File: src/rtl/execute_pipe_pkg.sv
`default_nettype none
// ============================================================================
// Module      : execute_pkg
// Description : Opcodes, branch conditions, FSM states and branch helper for
//               the execute stage.
// Revision    : 1.0 - initial release
// ============================================================================
package execute_pkg;

    localparam logic [3:0] EXE_OP_ADD = 4'd0;
    localparam logic [3:0] EXE_OP_SUB = 4'd1;
    localparam logic [3:0] EXE_OP_AND = 4'd2;
    localparam logic [3:0] EXE_OP_OR  = 4'd3;
    localparam logic [3:0] EXE_OP_XOR = 4'd4;
    localparam logic [3:0] EXE_OP_SLL = 4'd5;
    localparam logic [3:0] EXE_OP_SRL = 4'd6;
    localparam logic [3:0] EXE_OP_SRA = 4'd7;
    localparam logic [3:0] EXE_OP_ROL = 4'd8;
    localparam logic [3:0] EXE_OP_SLT = 4'd9;
    localparam logic [3:0] EXE_OP_SEQ = 4'd10;
    localparam logic [3:0] EXE_OP_MUL = 4'd11;

    localparam logic [2:0] EXE_BR_NONE = 3'd0;
    localparam logic [2:0] EXE_BR_EQZ  = 3'd1;
    localparam logic [2:0] EXE_BR_NEZ  = 3'd2;
    localparam logic [2:0] EXE_BR_LTZ  = 3'd3;
    localparam logic [2:0] EXE_BR_GEZ  = 3'd4;

    typedef enum logic [0:0] {
        IDLE = 1'b0,
        MUL  = 1'b1
    } exe_state_t;

    // Condition evaluated on rs only: zero flag and sign bit are enough.
    function automatic logic br_taken(input logic [2:0] br, input logic is_zero,
                                      input logic is_neg);
        logic taken;
        taken = 1'b0;
        case (br)
            EXE_BR_EQZ: taken = is_zero;
            EXE_BR_NEZ: taken = !is_zero;
            EXE_BR_LTZ: taken = is_neg;
            EXE_BR_GEZ: taken = !is_neg;
            default:    taken = 1'b0;
        endcase
        return taken;
    endfunction

endpackage
`default_nettype wire

File: src/rtl/execute_pipe_if.sv
`default_nettype none
// ============================================================================
// Module      : execute_pipe_if
// Description : Decode-side and memory-side handshakes of the execute stage.
// Revision    : 1.0 - initial release
// ============================================================================
interface execute_pipe_if #(
    parameter int DATA_W = 16
) ();
    logic              flush;
    logic              in_valid;
    logic              in_ready;
    logic [DATA_W-1:0] in_pc;
    logic [DATA_W-1:0] in_rs;
    logic [DATA_W-1:0] in_rt;
    logic [DATA_W-1:0] in_imm;
    logic              in_bsrc;
    logic [3:0]        in_op;
    logic [2:0]        in_br;
    logic [DATA_W-1:0] in_br_off;
    logic              in_jmp;
    logic              in_halt;
    logic              in_memwr;
    logic              in_memrd;
    logic              out_valid;
    logic              out_ready;
    logic [DATA_W-1:0] out_alu;
    logic [DATA_W-1:0] out_st_data;
    logic [DATA_W-1:0] out_pc;
    logic              out_memwr;
    logic              out_memrd;
    logic              redirect;
    logic [DATA_W-1:0] redirect_pc;
    logic              busy;

    modport master (
        output flush, in_valid, in_pc, in_rs, in_rt, in_imm, in_bsrc, in_op, in_br,
               in_br_off, in_jmp, in_halt, in_memwr, in_memrd, out_ready,
        input  in_ready, out_valid, out_alu, out_st_data, out_pc, out_memwr,
               out_memrd, redirect, redirect_pc, busy
    );

    modport slave (
        input  flush, in_valid, in_pc, in_rs, in_rt, in_imm, in_bsrc, in_op, in_br,
               in_br_off, in_jmp, in_halt, in_memwr, in_memrd, out_ready,
        output in_ready, out_valid, out_alu, out_st_data, out_pc, out_memwr,
               out_memrd, redirect, redirect_pc, busy
    );
endinterface
`default_nettype wire

File: src/rtl/execute_pipe_mul_iter.sv
`default_nettype none
// ============================================================================
// Module      : exe_mul_iter
// Description : Iterative shift-add multiplier, RADIX multiplier bits per cycle.
// Revision    : 1.0 - initial release
// ============================================================================
module exe_mul_iter #(
    parameter int DATA_W = 16,
    parameter int RADIX  = 1
) (
    input  logic              clk,
    input  logic              rst_n,
    input  logic              start,
    input  logic [DATA_W-1:0] a,
    input  logic [DATA_W-1:0] b,
    output logic              done,
    output logic [DATA_W-1:0] product
);
    localparam int c_ITER  = DATA_W / RADIX;
    localparam int c_CNT_W = $clog2(c_ITER + 1);

    logic [DATA_W-1:0]  r_mcand;
    logic [DATA_W-1:0]  r_mplier;
    logic [DATA_W-1:0]  r_acc;
    logic [c_CNT_W-1:0] r_cnt;
    logic [DATA_W-1:0]  w_mcand;
    logic [DATA_W-1:0]  w_mplier;
    logic [DATA_W-1:0]  w_acc_nxt;

    function automatic logic [DATA_W-1:0] digit_product(input logic [DATA_W-1:0] m,
                                                        input logic [RADIX-1:0] d);
        logic [DATA_W-1:0] p;
        p = '0;
        for (int i = 0; i < RADIX; i++) begin
            if (d[i]) p = p + (m << i);
        end
        return p;
    endfunction

    // The start cycle already retires the first digit, so the final digit
    // lands with the counter at zero and the product waits there.
    always_comb begin
        w_mcand   = start ? a : r_mcand;
        w_mplier  = start ? b : r_mplier;
        w_acc_nxt = (start ? '0 : r_acc) + digit_product(w_mcand, w_mplier[RADIX-1:0]);
    end

    always_ff @(posedge clk or negedge rst_n) begin
        if (!rst_n) begin
            r_mcand  <= '0;
            r_mplier <= '0;
            r_acc    <= '0;
            r_cnt    <= '0;
        end else if (start) begin
            r_mcand  <= a << RADIX;
            r_mplier <= b >> RADIX;
            r_acc    <= w_acc_nxt;
            r_cnt    <= c_CNT_W'(c_ITER - 1);
        end else if (r_cnt != '0) begin
            r_mcand  <= r_mcand << RADIX;
            r_mplier <= r_mplier >> RADIX;
            r_acc    <= w_acc_nxt;
            r_cnt    <= r_cnt - 1'b1;
        end
    end

    assign done    = (r_cnt == '0);
    assign product = r_acc;

endmodule
`default_nettype wire

File: src/rtl/execute_pipe.sv
`default_nettype none
// ============================================================================
// Module      : execute_pipe
// Description : Execute stage with EX/MEM register, iterative MUL, registered
//               branch/jump redirect and flush.
// Revision    : 1.0 - initial release
// ============================================================================
module execute_pipe #(
    parameter int DATA_W    = 16,
    parameter int MUL_EN    = 1,
    parameter int MUL_RADIX = 1
) (
    input  logic          clk,
    input  logic          rst_n,
    execute_pipe_if.slave bus
);
    import execute_pkg::*;

    localparam int c_SH_W = $clog2(DATA_W);

    exe_state_t        r_state;
    exe_state_t        w_state_nxt;
    logic              w_busy;
    logic [DATA_W-1:0] w_b;
    logic [c_SH_W-1:0] w_sh;
    logic [DATA_W-1:0] w_alu;
    logic [DATA_W-1:0] w_tgt;
    logic              w_redir;
    logic              w_is_mul;
    logic              w_out_free;
    logic              w_in_ready;
    logic              w_accept;
    logic              w_mul_start;
    logic              w_mul_done;
    logic [DATA_W-1:0] w_mul_prod;
    logic              w_load_alu;
    logic              w_load_mul;

    logic [DATA_W-1:0] r_mul_pc;
    logic [DATA_W-1:0] r_mul_st;
    logic [DATA_W-1:0] r_mul_tgt;
    logic              r_mul_redir;
    logic              r_mul_wr;
    logic              r_mul_rd;

    logic              r_out_valid;
    logic [DATA_W-1:0] r_out_alu;
    logic [DATA_W-1:0] r_out_st;
    logic [DATA_W-1:0] r_out_pc;
    logic              r_out_wr;
    logic              r_out_rd;
    logic              r_redirect;
    logic [DATA_W-1:0] r_redirect_pc;

    always_comb begin
        w_b   = bus.in_bsrc ? bus.in_imm : bus.in_rt;
        w_sh  = w_b[c_SH_W-1:0];
        w_alu = '0;
        case (bus.in_op)
            EXE_OP_ADD: w_alu = bus.in_rs + w_b;
            EXE_OP_SUB: w_alu = bus.in_rs - w_b;
            EXE_OP_AND: w_alu = bus.in_rs & w_b;
            EXE_OP_OR:  w_alu = bus.in_rs | w_b;
            EXE_OP_XOR: w_alu = bus.in_rs ^ w_b;
            EXE_OP_SLL: w_alu = bus.in_rs << w_sh;
            EXE_OP_SRL: w_alu = bus.in_rs >> w_sh;
            EXE_OP_SRA: w_alu = $signed(bus.in_rs) >>> w_sh;
            EXE_OP_ROL: w_alu = (bus.in_rs << w_sh) |
                                (bus.in_rs >> (c_SH_W + 1)'(DATA_W - int'(w_sh)));
            EXE_OP_SLT: w_alu = {{(DATA_W-1){1'b0}}, ($signed(bus.in_rs) < $signed(w_b))};
            EXE_OP_SEQ: w_alu = {{(DATA_W-1){1'b0}}, (bus.in_rs == w_b)};
            default:    w_alu = '0;
        endcase
    end

    always_comb begin
        w_redir = !bus.in_halt &&
                  (bus.in_jmp || br_taken(bus.in_br, (bus.in_rs == '0), bus.in_rs[DATA_W-1]));
        w_tgt   = bus.in_jmp ? w_alu : (bus.in_pc + bus.in_br_off);
    end

    assign w_is_mul    = (MUL_EN != 0) && (bus.in_op == EXE_OP_MUL);
    assign w_out_free  = !r_out_valid || bus.out_ready;
    assign w_in_ready  = (r_state == IDLE) && w_out_free;
    assign w_accept    = bus.in_valid && w_in_ready && !bus.flush;
    assign w_mul_start = w_accept && w_is_mul;
    assign w_load_alu  = w_accept && !w_is_mul;
    // A finished product still has to wait for the output register to drain.
    assign w_load_mul  = (r_state == MUL) && w_mul_done && w_out_free && !bus.flush;

    generate
        if (MUL_EN != 0) begin : g_mul
            exe_mul_iter #(
                .DATA_W (DATA_W),
                .RADIX  (MUL_RADIX)
            ) u_mul (
                .clk     (clk),
                .rst_n   (rst_n),
                .start   (w_mul_start),
                .a       (bus.in_rs),
                .b       (w_b),
                .done    (w_mul_done),
                .product (w_mul_prod)
            );
        end else begin : g_no_mul
            assign w_mul_done = 1'b0;
            assign w_mul_prod = '0;
        end
    endgenerate

    always_ff @(posedge clk or negedge rst_n) begin
        if (!rst_n) r_state <= IDLE;
        else        r_state <= w_state_nxt;
    end

    always_comb begin
        w_state_nxt = r_state;
        w_busy      = 1'b0;
        case (r_state)
            IDLE: begin
                if (w_mul_start) w_state_nxt = MUL;
            end
            MUL: begin
                w_busy = 1'b1;
                if (bus.flush || w_load_mul) w_state_nxt = IDLE;
            end
            default: w_state_nxt = IDLE;
        endcase
    end

    always_ff @(posedge clk or negedge rst_n) begin
        if (!rst_n) begin
            r_mul_pc    <= '0;
            r_mul_st    <= '0;
            r_mul_tgt   <= '0;
            r_mul_redir <= 1'b0;
            r_mul_wr    <= 1'b0;
            r_mul_rd    <= 1'b0;
        end else if (w_mul_start) begin
            r_mul_pc    <= bus.in_pc;
            r_mul_st    <= bus.in_rt;
            r_mul_tgt   <= w_tgt;
            r_mul_redir <= w_redir;
            r_mul_wr    <= bus.in_memwr;
            r_mul_rd    <= bus.in_memrd;
        end
    end

    always_ff @(posedge clk or negedge rst_n) begin
        if (!rst_n) begin
            r_out_valid   <= 1'b0;
            r_out_alu     <= '0;
            r_out_st      <= '0;
            r_out_pc      <= '0;
            r_out_wr      <= 1'b0;
            r_out_rd      <= 1'b0;
            r_redirect    <= 1'b0;
            r_redirect_pc <= '0;
        end else begin
            if (w_load_alu) begin
                r_out_alu     <= w_alu;
                r_out_st      <= bus.in_rt;
                r_out_pc      <= bus.in_pc;
                r_out_wr      <= bus.in_memwr;
                r_out_rd      <= bus.in_memrd;
                r_redirect_pc <= w_tgt;
            end else if (w_load_mul) begin
                r_out_alu     <= w_mul_prod;
                r_out_st      <= r_mul_st;
                r_out_pc      <= r_mul_pc;
                r_out_wr      <= r_mul_wr;
                r_out_rd      <= r_mul_rd;
                r_redirect_pc <= r_mul_tgt;
            end
            // Pulse only on the load edge so a stalled result never re-fires it.
            r_redirect  <= (w_load_alu && w_redir) || (w_load_mul && r_mul_redir);
            r_out_valid <= w_load_alu || w_load_mul || (r_out_valid && !bus.out_ready);
        end
    end

    assign bus.in_ready    = w_in_ready;
    assign bus.busy        = w_busy;
    assign bus.out_valid   = r_out_valid;
    assign bus.out_alu     = r_out_alu;
    assign bus.out_st_data = r_out_st;
    assign bus.out_pc      = r_out_pc;
    assign bus.out_memwr   = r_out_wr;
    assign bus.out_memrd   = r_out_rd;
    assign bus.redirect    = r_redirect;
    assign bus.redirect_pc = r_redirect_pc;

endmodule
`default_nettype wire
File: src/flat_wrapper.sv
// flat-port wrapper written by rule: the top's interface ports become plain ports
module execute_pipe_flat import execute_pkg::*;
#(
    parameter int DATA_W    = 16,
    parameter int MUL_EN    = 1,
    parameter int MUL_RADIX = 1
)
  (clk, rst_n, bus_flush, bus_in_valid, bus_in_pc, bus_in_rs, bus_in_rt, bus_in_imm, bus_in_bsrc, bus_in_op, bus_in_br, bus_in_br_off, bus_in_jmp, bus_in_halt, bus_in_memwr, bus_in_memrd, bus_out_ready, bus_in_ready, bus_out_valid, bus_out_alu, bus_out_st_data, bus_out_pc, bus_out_memwr, bus_out_memrd, bus_redirect, bus_redirect_pc, bus_busy);
  execute_pipe_if #(.DATA_W(DATA_W)) bus_i ();
  input  logic clk;
  input  logic rst_n;
  input wire logic [$bits(bus_i.flush)-1:0] bus_flush;
  input wire logic [$bits(bus_i.in_valid)-1:0] bus_in_valid;
  input wire logic [$bits(bus_i.in_pc)-1:0] bus_in_pc;
  input wire logic [$bits(bus_i.in_rs)-1:0] bus_in_rs;
  input wire logic [$bits(bus_i.in_rt)-1:0] bus_in_rt;
  input wire logic [$bits(bus_i.in_imm)-1:0] bus_in_imm;
  input wire logic [$bits(bus_i.in_bsrc)-1:0] bus_in_bsrc;
  input wire logic [$bits(bus_i.in_op)-1:0] bus_in_op;
  input wire logic [$bits(bus_i.in_br)-1:0] bus_in_br;
  input wire logic [$bits(bus_i.in_br_off)-1:0] bus_in_br_off;
  input wire logic [$bits(bus_i.in_jmp)-1:0] bus_in_jmp;
  input wire logic [$bits(bus_i.in_halt)-1:0] bus_in_halt;
  input wire logic [$bits(bus_i.in_memwr)-1:0] bus_in_memwr;
  input wire logic [$bits(bus_i.in_memrd)-1:0] bus_in_memrd;
  input wire logic [$bits(bus_i.out_ready)-1:0] bus_out_ready;
  output wire logic [$bits(bus_i.in_ready)-1:0] bus_in_ready;
  output wire logic [$bits(bus_i.out_valid)-1:0] bus_out_valid;
  output wire logic [$bits(bus_i.out_alu)-1:0] bus_out_alu;
  output wire logic [$bits(bus_i.out_st_data)-1:0] bus_out_st_data;
  output wire logic [$bits(bus_i.out_pc)-1:0] bus_out_pc;
  output wire logic [$bits(bus_i.out_memwr)-1:0] bus_out_memwr;
  output wire logic [$bits(bus_i.out_memrd)-1:0] bus_out_memrd;
  output wire logic [$bits(bus_i.redirect)-1:0] bus_redirect;
  output wire logic [$bits(bus_i.redirect_pc)-1:0] bus_redirect_pc;
  output wire logic [$bits(bus_i.busy)-1:0] bus_busy;
  assign bus_i.flush = bus_flush;
  assign bus_i.in_valid = bus_in_valid;
  assign bus_i.in_pc = bus_in_pc;
  assign bus_i.in_rs = bus_in_rs;
  assign bus_i.in_rt = bus_in_rt;
  assign bus_i.in_imm = bus_in_imm;
  assign bus_i.in_bsrc = bus_in_bsrc;
  assign bus_i.in_op = bus_in_op;
  assign bus_i.in_br = bus_in_br;
  assign bus_i.in_br_off = bus_in_br_off;
  assign bus_i.in_jmp = bus_in_jmp;
  assign bus_i.in_halt = bus_in_halt;
  assign bus_i.in_memwr = bus_in_memwr;
  assign bus_i.in_memrd = bus_in_memrd;
  assign bus_i.out_ready = bus_out_ready;
  assign bus_in_ready = bus_i.in_ready;
  assign bus_out_valid = bus_i.out_valid;
  assign bus_out_alu = bus_i.out_alu;
  assign bus_out_st_data = bus_i.out_st_data;
  assign bus_out_pc = bus_i.out_pc;
  assign bus_out_memwr = bus_i.out_memwr;
  assign bus_out_memrd = bus_i.out_memrd;
  assign bus_redirect = bus_i.redirect;
  assign bus_redirect_pc = bus_i.redirect_pc;
  assign bus_busy = bus_i.busy;
  execute_pipe #(.DATA_W(DATA_W), .MUL_EN(MUL_EN), .MUL_RADIX(MUL_RADIX)) u_core (.clk(clk), .rst_n(rst_n), .bus(bus_i));
endmodule
File: config.mk
export PLATFORM = sky130hd
export DESIGN_NAME = execute_pipe_flat
export DESIGN_NICKNAME = d
export VERILOG_FILES = /design/src/rtl/execute_pipe_pkg.sv /design/src/rtl/execute_pipe_if.sv /design/src/rtl/execute_pipe_mul_iter.sv /design/src/rtl/execute_pipe.sv /design/src/flat_wrapper.sv
export SDC_FILE = /design/constraint.sdc
export NUM_CORES = 1
export LEC_CHECK = 0
export ABC_AREA = 1
export BUFFER_PORTS_ARGS = -buffer_cell sky130_fd_sc_hd__buf_2
export CAP_MARGIN = 20
export CORE_MARGIN = 4
export CORE_UTILIZATION = 45
export CTS_CLUSTER_DIAMETER = 30
export DETAILED_ROUTE_END_ITERATION = 6
export GPL_TIMING_DRIVEN = 0
export SYNTH_ARGS = -nofsm -noshare
export SYNTH_HDL_FRONTEND = slang
export SYNTH_SLANG_ARGS = --single-unit
File: constraint.sdc
create_clock -name clk -period 8.35 [get_ports clk]
set_clock_uncertainty 0.05 [all_clocks]
set_input_delay 1.2525 -clock clk [delete_from_list [all_inputs] [get_ports clk]]
set_output_delay 1.2525 -clock clk [all_outputs]
set_load 0.005 [all_outputs]
==> flow_summary.toml <==
[floorplanning]
std_cell_rows = 64
ios = 167
fp.dieW_um = 184
initial_utilization = 0.456
die_area_sq_mm = 0.0340
die_y_um = 184
coreArea_sq_mm = 0.0307

[clocking]
clk_path_buf_depth = 2
h-tree-depth = 4
clk_latency_ps = 450
hold_buffers = 0
cts_setup_buffers = 0
ctsResizeCount = 0
clockRootBuffer = "clkbuf_16"
cts_sinks = 171
cts_tree = "done"
cts.clk_slew.worst_paths_ps = 70
numCtsBuffers = 17

[route]
viasPerCell = 5.74
antenna_left = 0
wirelength_mm = 58.9
drt-pass1-iter-count = 6
post-route-drc-count = 0
routedWlPerCell_um = 21.8
drt_iter0_drc = 1905
vias = 15500

[synthesis]
seq_area_frac_synth = 0.306
ys_types = 54
synth_nets = 2301
avgSynthCellArea_sq_um = 6.63
syn_area_sq_mm = 0.0140
post-synth-top-area-cell = "dfrtp_1"
synthTopCellsByArea = "dfrtp_1 (31%), nand2_1 (17%), ha_1 (7.9%)"
synth_fa_ha_area_frac = 0.0844
async_flop_share = 1.00
synth_compound_area_frac = 0.154
synthMuxAreaShare = 0
syn_inst = 2112
synth.top_cell.area_share = 0.306
synthTopCellsByCount = "nand2_1 (619), nand3_1 (220), nor2_1 (219), inv_1 (182), dfrtp_1 (171)"
synth_xor_area_frac = 0.0148
yosysMostFrequentCell = "nand2_1"
synth-simple-area-share = 0.355
synth-edff-count = 0
ys.flop_type = "dfrtp_1"
synth_top_family_by_area = "simple AND/OR/NAND/NOR gates"
yosys_warnings = 0
ys_ff_latch = 171

[timing]
rsz0062_at_grt = "no"
timing.fmax_mhz = 192
fin_crit_ps = 5200
hold_viol_final = 0
final-setup-viol-count = 0
finalSetupTns_ps = 0
period_share = 0.622
timing.slew.headroom = 0.189
worstMarginPinSlew_ps = 1200
maxSlewViolCount = 0

[final_layout]
drive_gt1_frac = 0.141
finish.utilization = 0.520
num_antenna_cells = 0
fin_nets = 2488
area_growth_pct = 14.1

[power_and_ir_drop]
switchingPower_mw = 1.29
vdd_drop_max_mv = 0.152
combPwrFrac = 0.385
power_mw = 3.21
switching_share = 0.401
seqPwrFrac = 0.354
powerDensity_mw_per_mm2 = 201
internal-power_mw = 1.92
clkPwrFrac = 0.261
p_leak_nw = 8.31

[grt]
first_global_vias = 14400
grt_pass1_wl_mm = 87.7
globalRouteTotalUtil = 0.339
antenna_found_initial = 1
gr-usage-met1 = 0.508
top_usage_layer = "met1"
use_met3 = 0.0714
grt_overflow = 0
use_met2 = 0.493
grt_max_degree = 87

[setup_path]
reg2reg_depth = 20
cp.required_ps = 8630
r2r_end = "u_core.g_mul.u_mul.product[10]"
critPathCaptureType = "register"
reg2reg_from = "u_core.bus.out_valid"
cp-start-kind = "primary input"
cp_max_fo = 10
arrival_ps = 5470
crit_type = "in -> reg"
ff2ff_setup_slack_ps = 3870

[placed_design]
port_buffers = 165
place.gp.congestion = 1.03
dp_hpwl_mm = 46.9

[worst_hold_path]
worstHoldStart = "u_core.bus.redirect_pc[15]"
worstHoldEndpoint = "u_core.bus.redirect_pc[15]"
hold_path_depth = 2
hold_path.class = "reg -> reg"

[run_status]
status = "finished, final reports clean"

[flow_run]
drv_cap = 0
## worst max-delay path by stage
stage / from / endpoint / cells past startpoint
CTS: bus_in_bsrc / u_core.bus.redirect_pc[15] / 20
global placement: bus_in_bsrc / u_core.bus.redirect_pc[15] / 20
finish: bus_in_bsrc / u_core.bus.redirect_pc[15] / 20
global route: bus_in_op[3] / u_core.g_mul.u_mul.product[10] / 21
detailed placement: bus_in_bsrc / u_core.bus.redirect_pc[15] / 20
floorplan: bus_in_op[3] / u_core.g_mul.u_mul.product[10] / 21
## flip-flops by register name, indices dropped and copies added (netlist names)
signal and cells:
u_core.bus.out_alu 16, u_core.bus.out_memrd 1, u_core.bus.out_memwr 1, u_core.bus.out_pc 16, u_core.bus.out_st_data 16, u_core.bus.out_valid 1, u_core.bus.redirect 1, u_core.bus.redirect_pc 16
u_core.g_mul.u_mul.product 16, u_core.g_mul.u_mul.r_cnt 5, u_core.g_mul.u_mul.r_mcand 15, u_core.g_mul.u_mul.r_mplier 15, u_core.r_mul_pc 16, u_core.r_mul_rd 1, u_core.r_mul_redir 1, u_core.r_mul_st 16
u_core.r_mul_tgt 16, u_core.r_mul_wr 1, u_core.r_state 1
## metrics by stage
stage | hold WS (ps) | std cells | setup WS (ps) | area (sq um)
5_1_grt | 451 | 2706 | 2980 | 16000
6_report | 426 | 2706 | 3150 | 16000
3_3_place_gp | 410 | 2673 | 2870 | 15300
2_1_floorplan | 398 | 2112 | 4200 | 14000
3_5_place_dp | 412 | 2676 | 2910 | 15400
4_1_cts | 430 | 2706 | 3340 | 16000
## cell usage in the layout (no fill, tap or decap), types with 4 or more instances in the layout
cell	n
o21ai_1	22
a21oi_1	100
nand3b_1	7
nand4_1	25
o211ai_1	30
nand2_2	16
xor2_1	14
nor4_1	5
buf_4	4
nand3_1	220
nand2_1	619
o21ai_0	116
a31oi_1	8
buf_1	6
fa_1	4
inv_6	5
xnor2_1	6
buf_2	206
a211oi_1	4
nor2_1	219
nand3_2	6
o221ai_1	9
clkbuf_16	17
nor2_2	6
o21ai_2	5
ha_1	88
nand2_4	5
nor3_1	15
a21oi_2	5
a21o_1	6
o21bai_1	7
dfrtp_1	171
inv_1	182
inv_2	15
clkbuf_1	37
o31ai_1	5
o22ai_1	45
or2_2	16
## layout make-up
cell class                 count  area (sq um)
inverter                     199           747
multi-input combinational   1650          8510
buffer                        92           455
clock inverter                12           161
timing repair buffer         168           873
sequential                   171          4280
fill                        3157         14700
clock buffer                  18           439
tap                          396           495
## power by group through the flow
stage               Combinational (mW)  Sequential (mW)  Clock, mW
global placement                  1.19             1.14          0
detailed placement                1.21             1.14          0
floorplan                        0.773             1.13          0
CTS                               1.22             1.13      0.838
global route                      1.37             1.15      0.874
finish                            1.23             1.14      0.837
## kinds of logic after synthesis
group,after synthesis
and+or+nand+nor,1165
AOI/OAI and AO/OA,371
buffers and inverters,291
DFF,171
adders and majority gates,92
xor gates and xnor gates,22
## critical path, cell delays in order
cell      delay [ps]
buf_2            110
inv_1            360
clkbuf_1         410
or2_2            180
o21ai_0          420
ha_1             520
buf_2            220
inv_1            100
a21oi_1          130
nand3_1          240
a21oi_1          490
inv_1             80
nand2_1           90
nand3_1           70
nand3_1           90
nand3_1          230
nand2_1          210
nand3_1           90
nand2_1          110
nand2_1           60
## metal layers
| layer | up-vias | routed length (um) |
|---|---|---|
| met3 | 99 | 5460 |
| met4 | 2 | 1780 |
| met2 | 716 | 24900 |
| li1 | 7356 | - |
| met1 | 7369 | 26700 |
| met5 | - | 13 |
(Power assumes the default switching activity.)
